### config.mk
export PLATFORM = sky130hd
export DESIGN_NAME = cossin_arbiter
export DESIGN_NICKNAME = d
export VERILOG_FILES = /design/src/rtl/cossin_arbiter.sv
export SDC_FILE = /design/constraint.sdc
export NUM_CORES = 1
export LEC_CHECK = 0
export BUFFER_PORTS_ARGS = -buffer_cell sky130_fd_sc_hd__clkbuf_2
export CAP_MARGIN = 20
export CORE_MARGIN = 1
export CORE_UTILIZATION = 46
export CTS_BUF_LIST = sky130_fd_sc_hd__clkbuf_8
export DETAILED_ROUTE_END_ITERATION = 16
export GPL_TIMING_DRIVEN = 0
export HOLD_SLACK_MARGIN = 0.08
export PLACE_DENSITY_LB_ADDON = 0.2
export REMOVE_ABC_BUFFERS = 1
export SYNTH_ARGS = -nofsm -noshare
export SYNTH_HDL_FRONTEND = slang
export SYNTH_SLANG_ARGS = --single-unit
### constraint.sdc
create_clock -name clk -period 2 [get_ports clk]
set_clock_uncertainty 0.15 [all_clocks]
set_input_delay 0.2 -clock clk [delete_from_list [all_inputs] [get_ports clk]]
set_output_delay 0.2 -clock clk [all_outputs]
set_load 0.01 [all_outputs]
### src/rtl/cossin_arbiter.sv
// rtl/cossin_arbiter.sv - two-requester round-robin arbiter in front of one shared cossin_cordic
//
// Purpose: serialises cos/sin requests from two requesters onto a single
// cossin_cordic instance and returns the result through shared registers.
// Optional feature: define COSSIN_ARB_TIMEOUT_EN to add a WAIT watchdog that
// answers with err=1 and a zero result after TIMEOUT_CYCLES cycles.
//
// Ports:
//   clk, rst            clock, asynchronous active-low reset
//   req0/req1           level requests (held until ack is sampled)
//   beta0/beta1         requested angles, Q-format radians
//   ack0/ack1           one-cycle response pulses, never together
//   cos_out/sin_out     shared result registers, hold until next capture
//   err                 watchdog flag, valid with ack (0 without the macro)
//   busy                high while a transaction is in flight
//   cordic_start/_beta  request to the shared cordic
//   cordic_cos/_sin     cordic result, captured when cordic_done is high
//   cordic_done         cordic completion strobe
module cossin_arbiter #(
    parameter int N              = 32,
    parameter int Q              = 16,
    parameter int TIMEOUT_CYCLES = 200
) (
    input  logic         clk,
    input  logic         rst,
    input  logic         req0,
    input  logic         req1,
    input  logic [N-1:0] beta0,
    input  logic [N-1:0] beta1,
    output logic         ack0,
    output logic         ack1,
    output logic [N-1:0] cos_out,
    output logic [N-1:0] sin_out,
    output logic         err,
    output logic         busy,
    output logic         cordic_start,
    output logic [N-1:0] cordic_beta,
    input  logic [N-1:0] cordic_cos,
    input  logic [N-1:0] cordic_sin,
    input  logic         cordic_done
);

    localparam logic [1:0] S_IDLE  = 2'd0;
    localparam logic [1:0] S_ISSUE = 2'd1;
    localparam logic [1:0] S_WAIT  = 2'd2;
    localparam logic [1:0] S_RESP  = 2'd3;

    if (Q < 0 || Q >= N) begin : g_bad_q
        $error("cossin_arbiter: Q must lie in [0, N-1]");
    end
    // The watchdog counter is 8 bits wide.
    if (TIMEOUT_CYCLES < 1 || TIMEOUT_CYCLES > 255) begin : g_bad_timeout
        $error("cossin_arbiter: TIMEOUT_CYCLES must lie in [1, 255]");
    end

    logic [1:0]   r_state;
    logic         r_grant;
    logic         r_last_grant;
    logic         r_ack0;
    logic         r_ack1;
    logic         r_busy;
    logic         r_start;
    logic [N-1:0] r_beta;
    logic [N-1:0] r_cos;
    logic [N-1:0] r_sin;
    logic         w_pick;

`ifdef COSSIN_ARB_TIMEOUT_EN
    localparam logic [7:0] TO_LAST = 8'(TIMEOUT_CYCLES - 1);
    logic [7:0] r_cnt;
    logic       r_err;
    assign err = r_err;
`else
    assign err = 1'b0;
`endif

    // Lone requester wins outright; on contention the one not served last wins.
    assign w_pick = (req0 && req1) ? ~r_last_grant : req1;

    always_ff @(posedge clk or negedge rst) begin
        if (!rst) begin
            r_state      <= S_IDLE;
            r_grant      <= 1'b0;
            r_last_grant <= 1'b1;
            r_ack0       <= 1'b0;
            r_ack1       <= 1'b0;
            r_busy       <= 1'b0;
            r_start      <= 1'b0;
            r_beta       <= '0;
            r_cos        <= '0;
            r_sin        <= '0;
`ifdef COSSIN_ARB_TIMEOUT_EN
            r_cnt        <= 8'd0;
            r_err        <= 1'b0;
`endif
        end else begin
            // ack/err are single-cycle pulses: raised on entry to RESP only.
            r_ack0 <= 1'b0;
            r_ack1 <= 1'b0;
`ifdef COSSIN_ARB_TIMEOUT_EN
            r_err  <= 1'b0;
`endif
            case (r_state)
                S_IDLE: begin
                    if (req0 || req1) begin
                        r_grant <= w_pick;
                        r_beta  <= w_pick ? beta1 : beta0;
                        r_busy  <= 1'b1;
                        r_state <= S_ISSUE;
                    end
                end
                S_ISSUE: begin
                    r_start <= 1'b1;
`ifdef COSSIN_ARB_TIMEOUT_EN
                    r_cnt   <= 8'd0;
`endif
                    r_state <= S_WAIT;
                end
                S_WAIT: begin
                    if (cordic_done) begin
                        r_cos   <= cordic_cos;
                        r_sin   <= cordic_sin;
                        r_start <= 1'b0;
                        r_ack0  <= ~r_grant;
                        r_ack1  <= r_grant;
                        r_state <= S_RESP;
                    end
`ifdef COSSIN_ARB_TIMEOUT_EN
                    else if (r_cnt == TO_LAST) begin
                        r_cos   <= '0;
                        r_sin   <= '0;
                        r_start <= 1'b0;
                        r_ack0  <= ~r_grant;
                        r_ack1  <= r_grant;
                        r_err   <= 1'b1;
                        r_state <= S_RESP;
                    end else begin
                        r_cnt <= r_cnt + 8'd1;
                    end
`endif
                end
                S_RESP: begin
                    r_last_grant <= r_grant;
                    r_busy       <= 1'b0;
                    r_state      <= S_IDLE;
                end
                default: begin
                    r_start <= 1'b0;
                    r_busy  <= 1'b0;
                    r_state <= S_IDLE;
                end
            endcase
        end
    end

    assign ack0         = r_ack0;
    assign ack1         = r_ack1;
    assign busy         = r_busy;
    assign cordic_start = r_start;
    assign cordic_beta  = r_beta;
    assign cos_out      = r_cos;
    assign sin_out      = r_sin;

endmodule

==> impl_metrics.json, run 1 <==
{
  "numPortBuffers": 232,
  "internal_pwr_total_uw": 5860,
  "commonest_cells_after_routing_fill_and_taps_aside": "sky130_fd_sc_hd__clkbuf_2 (231), sky130_fd_sc_hd__dlygate4sd3_1 (130), sky130_fd_sc_hd__dfrtp_1 (103)",
  "timing_worst_setup_path_type": "flop to flop",
  "synthDistinctLibCells": 25,
  "worst_vdd_drop_mv": 0.736,
  "initialDrtViolationCount": 200,
  "tritoncts_clock_tree": "done",
  "critical_path.endpoint_type": "flop",
  "via_count_of_the_first_global_routing_pass": 4451,
  "max-slew-margin-rel_pct": 40.4,
  "die-area_um2": 9740,
  "synth.yosys.seq_area_share_pct": 60.5,
  "wire_length_of_the_first_global_routing_pass_mm": 22.7,
  "power_per_cell_area_nw_per_um2": 1350,
  "synth_top_cells_by_area": "sky130_fd_sc_hd__dfrtp_1 (60%), sky130_fd_sc_hd__mux2_2 (17%), sky130_fd_sc_hd__a21oi_1 (7.6%), sky130_fd_sc_hd__nand2_1 (3.0%), sky130_fd_sc_hd__nor2_1 (2.9%)",
  "clock_edge_transition_at_the_registers_on_the_reported_setup_and_hold_paths_ns": 0.11,
  "remaining_design_rule_violation_count": 0,
  "timing.critical_path.from_type": "flop",
  "placementRows": 34,
  "replace_congestion": 0.767,
  "io-pin-count": 234,
  "max_freq_ghz": 0.547,
  "synthToLayoutAreaGrowth_pct": 63.8,
  "cts_made_buffers": 9,
  "diodes": 0,
  "maxCapViolations": 0,
  "layout_min_cycle_time_ns": 1.83,
  "routed_via_density": 5.10,
  "cts.sinks": 104,
  "drive_gt1_share_pct": 46.1,
  "final_design_area_no_fill_um2": 7050,
  "crit_path_top_delay_cell": "sky130_fd_sc_hd__dfrtp_1",
  "total_leakage_power_uw": 0.00351,
  "drt-wirelength-per-cell_um": 17.9,
  "detailed_place_hpwl_mm": 7.84,
  "core_area_um2": 8890,
  "final_antenna_net_count": 0,
  "crit_arrival_ns": 1.92,
  "die_w_um": 98.7,
  "power.share.switching_pct": 38.2,
  "drt_wl_total_mm": 14.6,
  "cts-root-to-sink-buffers": 2,
  "cts_post_setup_buffers_inserted": 0,
  "root_buffer_cell": "sky130_fd_sc_hd__clkbuf_8",
  "grt_max_degree": 54,
  "synthesis.instances": 344,
  "period_utilization_pct": 91.4,
  "critical_path_peak_fanout": 24,
  "syn_area_per_cell_um2": 12.5,
  "commonest_non_fill_non_tap_cell_in_the_layout": "sky130_fd_sc_hd__clkbuf_2",
  "antenna_found_initial": 0,
  "globalRoute.totalOverflow": 0,
  "synth_enable_flop_cells": 0,
  "syn_area_um2": 4300,
  "run_status": "finished clean",
  "yosysTopAreaCell": "sky130_fd_sc_hd__dfrtp_1",
  "finalHoldViolCount": 0,
  "die_height_um": 98.7,
  "starting_utilization_of_the_core_area_pct": 48.4,
  "clock_power_share_pct": 13.8,
  "setup_ws_ns": 0.171,
  "timing.critical_path.slowest_cell_delay_ns": 0.42,
  "route.vias.total": 4160,
  "final-max-slew-violation-count": 0,
  "critPathRequiredTime_ns": 2.09,
  "yosys_warnings": 0,
  "clock_insertion_delay_worst_skew_ns": 0.36,
  "pre_cts_slack_ns": -0.377,
  "cp_cell_sequence": "inv_1 -> ha_2 -> nand2_8 -> buf_16 -> mux2_2",
  "clock_tree.htree_level_count": 3,
  "yosys_most_used_dff": "sky130_fd_sc_hd__dfrtp_1",
  "timing_worst_slew_pin_value_ns": 0.892,
  "design_power_total_uw": 9480,
  "top_cell_type_s_share_of_synthesized_area_pct": 59.9,
  "grt_setup_unrepaired": "false",
  "setup_violations": 0,
  "worst_hold_path_type": "input pin to flop",
  "async_reset_ff_share_pct": 100,
  "yosys_register_bits": 104,
  "sequentialPowerShare_pct": 40.2,
  "global_route_usage_sum_pct": 30.4,
  "detail_route.first_pass.iterations": 4,
  "switchingPower_uw": 3630,
  "share_comb_of_total_power_pct": 46.0,
  "placed_cell_area_um2": 5530,
  "layout.nets": 842
}
[power by group through the flow]
stage               combinational [uW]  clock [uW]  sequential (uW)
floorplan                         1710           0             4230
global placement                  3790           0             3710
detailed placement                3980           0             3790
CTS                               4210        1360             3750
global route                      4700        1420             3930
finish                            4360        1310             3810
[final timing paths]
kind / start / end / slack [ns] / depth (start not counted)
setup / recovery: r_state[0] / cos_out[25] / 0.17 / 5
hold / removal: req1 / busy / 0.11 / 3
setup reg to reg: r_state[0] / cos_out[25] / 0.17 / 5
hold reg to reg: r_grant / ack0 / 0.32 / 1
max in group asynchronous: rst / r_last_grant / 0.63 / 3
min in group asynchronous: rst / cos_out[23] / 0.31 / 2
[area by class of cell]
class                   instances  area (um2)
flip-flops and latches        104        2600
repair buffers                366        2560
fillers                       491        1840
multi-input cells             218        1540
well taps                     108         135
clock buffers                   9         124
clock inverters                 6        67.6
inverters                       4        15.0
[per-stage QoR]
step                setup TNS, ns  cells  hold WS (ns)  util (%)
floorplan                   -8.73    325        -0.246         -
global placement          -116.51    665         0.266      61.0
detailed placement         -15.68    669         0.177      62.2
CTS                             0    814        0.0891      79.1
global route                    0    815         0.134      79.3
finish                          0    815         0.110      79.3
[logic make-up (layout without fill, tap and decap cells)]
group                      Yosys count  in the layout  synth area share (%)
muxes                               67             67                  17.5
other                                1              1                0.0872
DFF                                104            104                  60.5
adders and majority gates            6              6                  1.74
and+or+nand+nor                     70             71                  6.43
buffers and inverters               23            385                  4.36
AOI/OAI and AO/OA                   73             73                  9.36
[worst max-delay path, delay by kind of cell (launching register included)]
kind,cells,cell delay (ns)
mux,1,0.29
simple gates,1,0.17
fa+ha+maj,1,0.31
flops,1,0.42
buf+inv,2,0.36
[cells in the mapped netlist, drive strengths merged, types with 2 or more instances]
library cell / count
inv: 4
o21ai: 2
nor2: 33
nand2: 35
mux2: 66
dfrtp: 103
a21oi: 65
ha: 6
clkbuf: 2
buf: 17
[state kept, by name, summed over array words and instances (netlist names)]
register      cells
cordic_beta      32
cos_out          32
sin_out          32
r_state           2
ack0              1
ack1              1
busy              1
cordic_start      1
r_grant           1
r_last_grant      1
[layer usage]
layer | track usage (%) | wire [um] | vias to the layer above
li1 | - | - | 1890
met4 | 11.4 | 394 | 0
met2 | 54.9 | 7550 | 261
met5 | 0 | 0 | -
met1 | 35.3 | 5490 | 1977
met3 | 7.02 | 1150 | 32
[what timing repair did]
action / in CTS / in global routing
gates cloned: 0 / 1
pin swaps: 0 / 1
setup endpoints to repair: 64 / 24
hold buffers: 130 / 0
hold endpoints to repair: 150 / 0
resized for setup: 2 / 2
No activity file was read; power rests on OpenSTA's default activity.
==> inputs of run 2 (changes only) <==
- CORE_MARGIN: 1 -> 2
- PLACE_DENSITY_LB_ADDON: 0.2 -> 0.25
==> run 2 against run 1 <==
Compared with the run above: cell count increased by 0.25%; largest cell class unchanged; critical endpoint is now cos_out[28]; via count is 1.1% lower; final area down 0.16%; sequential power hardly changed; worst hold slack better by 0.012 ns; wire length down 5.3%; clock power rose by 6%.
==> impl_metrics.json, run 2 (synthesis results as in run 1) <==
{
  "run_status": "finished clean",
  "drive_gt1_share_pct": 45.9,
  "clock_insertion_delay_worst_skew_ns": 0.36,
  "share_comb_of_total_power_pct": 44.7,
  "max_freq_ghz": 0.517,
  "drt_wl_total_mm": 13.8,
  "worst_vdd_drop_mv": 0.654,
  "total_leakage_power_uw": 0.00351,
  "worst_hold_slack_ns": 0.122,
  "synthToLayoutAreaGrowth_pct": 63.5,
  "tritoncts_clock_tree": "done",
  "via_count_of_the_first_global_routing_pass": 4394,
  "numPortBuffers": 232,
  "detail_route.first_pass.iterations": 4,
  "cts_made_buffers": 9,
  "place.detailed.instances": 671,
  "route.vias.total": 4115,
  "clock_power_share_pct": 14.7,
  "wire_length_of_the_first_global_routing_pass_mm": 21.2,
  "global_route_usage_sum_pct": 27.1,
  "clock_tree.htree_level_count": 3,
  "drt-wirelength-per-cell_um": 16.9,
  "crit_path_top_delay_cell": "sky130_fd_sc_hd__dfrtp_1",
  "register_area_um2": 2600,
  "initialDrtViolationCount": 106,
  "power.share.switching_pct": 38.2,
  "sequentialPowerShare_pct": 40.6,
  "globalRoute.totalOverflow": 0,
  "fillerInstances": 535,
  "critical_path_peak_fanout": 40,
  "root_buffer_cell": "sky130_fd_sc_hd__clkbuf_8",
  "antenna_found_initial": 0,
  "layout_min_cycle_time_ns": 1.93,
  "timing.critical_path.from_type": "flop",
  "placed_cell_area_um2": 5500,
  "cts.sinks": 104,
  "crit_arrival_ns": 2.02,
  "remaining_design_rule_violation_count": 0,
  "multiInputGateArea_um2": 1530,
  "final-max-slew-violation-count": 0,
  "core_area_um2": 9150,
  "max-slew-margin-rel_pct": 40.1,
  "internal_pwr_total_uw": 5830,
  "final_cells": 817,
  "cts_post_setup_buffers_inserted": 0,
  "grt_setup_unrepaired": "true",
  "switchingPower_uw": 3600,
  "commonest_non_fill_non_tap_cell_in_the_layout": "sky130_fd_sc_hd__clkbuf_2",
  "critPathRequiredTime_ns": 2.09,
  "finalHoldViolCount": 0,
  "cp_cell_sequence": "inv_1 -> ha_1 -> nand2_8 -> buf_16 -> mux2_2",
  "starting_utilization_of_the_core_area_pct": 47.0,
  "timing_worst_slew_pin_value_ns": 0.896,
  "cts-root-to-sink-buffers": 2,
  "postLayoutCoreUtil_pct": 76.9,
  "design_power_total_uw": 9430,
  "routed_via_density": 5.04,
  "layout.nets": 840,
  "path_delay_family": "flip-flops",
  "grt_max_degree": 69,
  "final_antenna_net_count": 0,
  "critical_path.endpoint_type": "flop",
  "detailed_place_hpwl_mm": 7.77,
  "replace_congestion": 0.788,
  "placementRows": 35,
  "maxCapViolations": 0,
  "timing.critical_path.slowest_cell_delay_ns": 0.42,
  "die-area_um2": 10100,
  "worst_hold_path_type": "input pin to flop",
  "diodes": 0,
  "die_height_um": 101,
  "setup_violations": 0,
  "power_per_cell_area_nw_per_um2": 1340,
  "io-pin-count": 234,
  "timing_worst_setup_path_type": "flop to flop",
  "die_w_um": 101,
  "period_utilization_pct": 96.7,
  "clock_edge_transition_at_the_registers_on_the_reported_setup_and_hold_paths_ns": 0.11,
  "final_design_area_no_fill_um2": 7040,
  "commonest_cells_after_routing_fill_and_taps_aside": "sky130_fd_sc_hd__clkbuf_2 (231), sky130_fd_sc_hd__dlygate4sd3_1 (130), sky130_fd_sc_hd__dfrtp_1 (103)",
  "critical_path.n_buffers_inverters": 2
}
[run 2: cell types whose count changed in the layout (fill, tap and decap cells not counted), sizes merged]
cell | previous run | this run
inv | 6 | 7
buf | 4 | 3
nand2 | 36 | 35
[run 2: worst min-delay path, cell delays in order]
cell and delay [ns]:
sky130_fd_sc_hd__clkbuf_2 0.15, sky130_fd_sc_hd__nor3b_2 0.08, sky130_fd_sc_hd__o22a_1 0.17
[run 2: final timing paths]
path                            slack (ns)       start  cells after the start            to
worst max-delay path                  0.07  r_state[0]                      5   cos_out[28]
worst min-delay path                  0.12        req1                      3          busy
worst max register to register        0.07  r_state[0]                      5   cos_out[28]
worst min register to register        0.33     r_grant                      1          ack0
max in group asynchronous             0.71         rst                      3  r_last_grant
min in group asynchronous             0.23         rst                      2    sin_out[1]
[run 2: through the flow]
stage          setup slack (ns)   TNS, ns
2_1_floorplan            -0.136     -8.73
3_3_place_gp             -0.763   -111.16
3_5_place_dp             -0.243    -12.84
4_1_cts                 0.00848         0
5_1_grt                -0.00595  -0.00595
6_report                 0.0658         0
[run 2: per-layer routing]
| metal | track usage [%] | vias up | wire [um] | part of all wire, % |
|---|---|---|---|---|
| li1 | - | 1883 | - | - |
| met1 | 30.1 | 1954 | 5000 | 36 |
| met2 | 49.7 | 242 | 7290 | 53 |
| met3 | 6.24 | 36 | 1170 | 8.5 |
| met4 | 11.0 | 0 | 346 | 2.5 |
| met5 | 0 | - | 0 | 0 |
[run 2: repair_timing]
item,in CTS,in global routing
endpoints found under the hold margin,134,0
gates resized for setup,2,3
gates cloned,0,0
pin swaps,0,0
setup endpoints to repair,73,49
hold buffers,130,0
[run 2: layout make-up]
| class | count | area share (%) |
|---|---|---|
| inverters | 4 | 0.213 |
| multi-input cells | 217 | 21.8 |
| clock inverters | 7 | 1.24 |
| clock buffers | 9 | 1.76 |
| flip-flops and latches | 104 | 37.0 |
| repair buffers | 365 | 36.0 |
| well taps | 111 | 1.97 |
[run 2: power groups by stage]
| stage | registers (uW) | logic [uW] | clock network, uW |
|---|---|---|---|
| 2_1_floorplan | 4230 | 1710 | 0 |
| 3_3_place_gp | 3720 | 3760 | 0 |
| 3_5_place_dp | 3790 | 3890 | 0 |
| 4_1_cts | 3760 | 4100 | 1430 |
| 5_1_grt | 3940 | 4570 | 1510 |
| 6_report | 3830 | 4220 | 1390 |
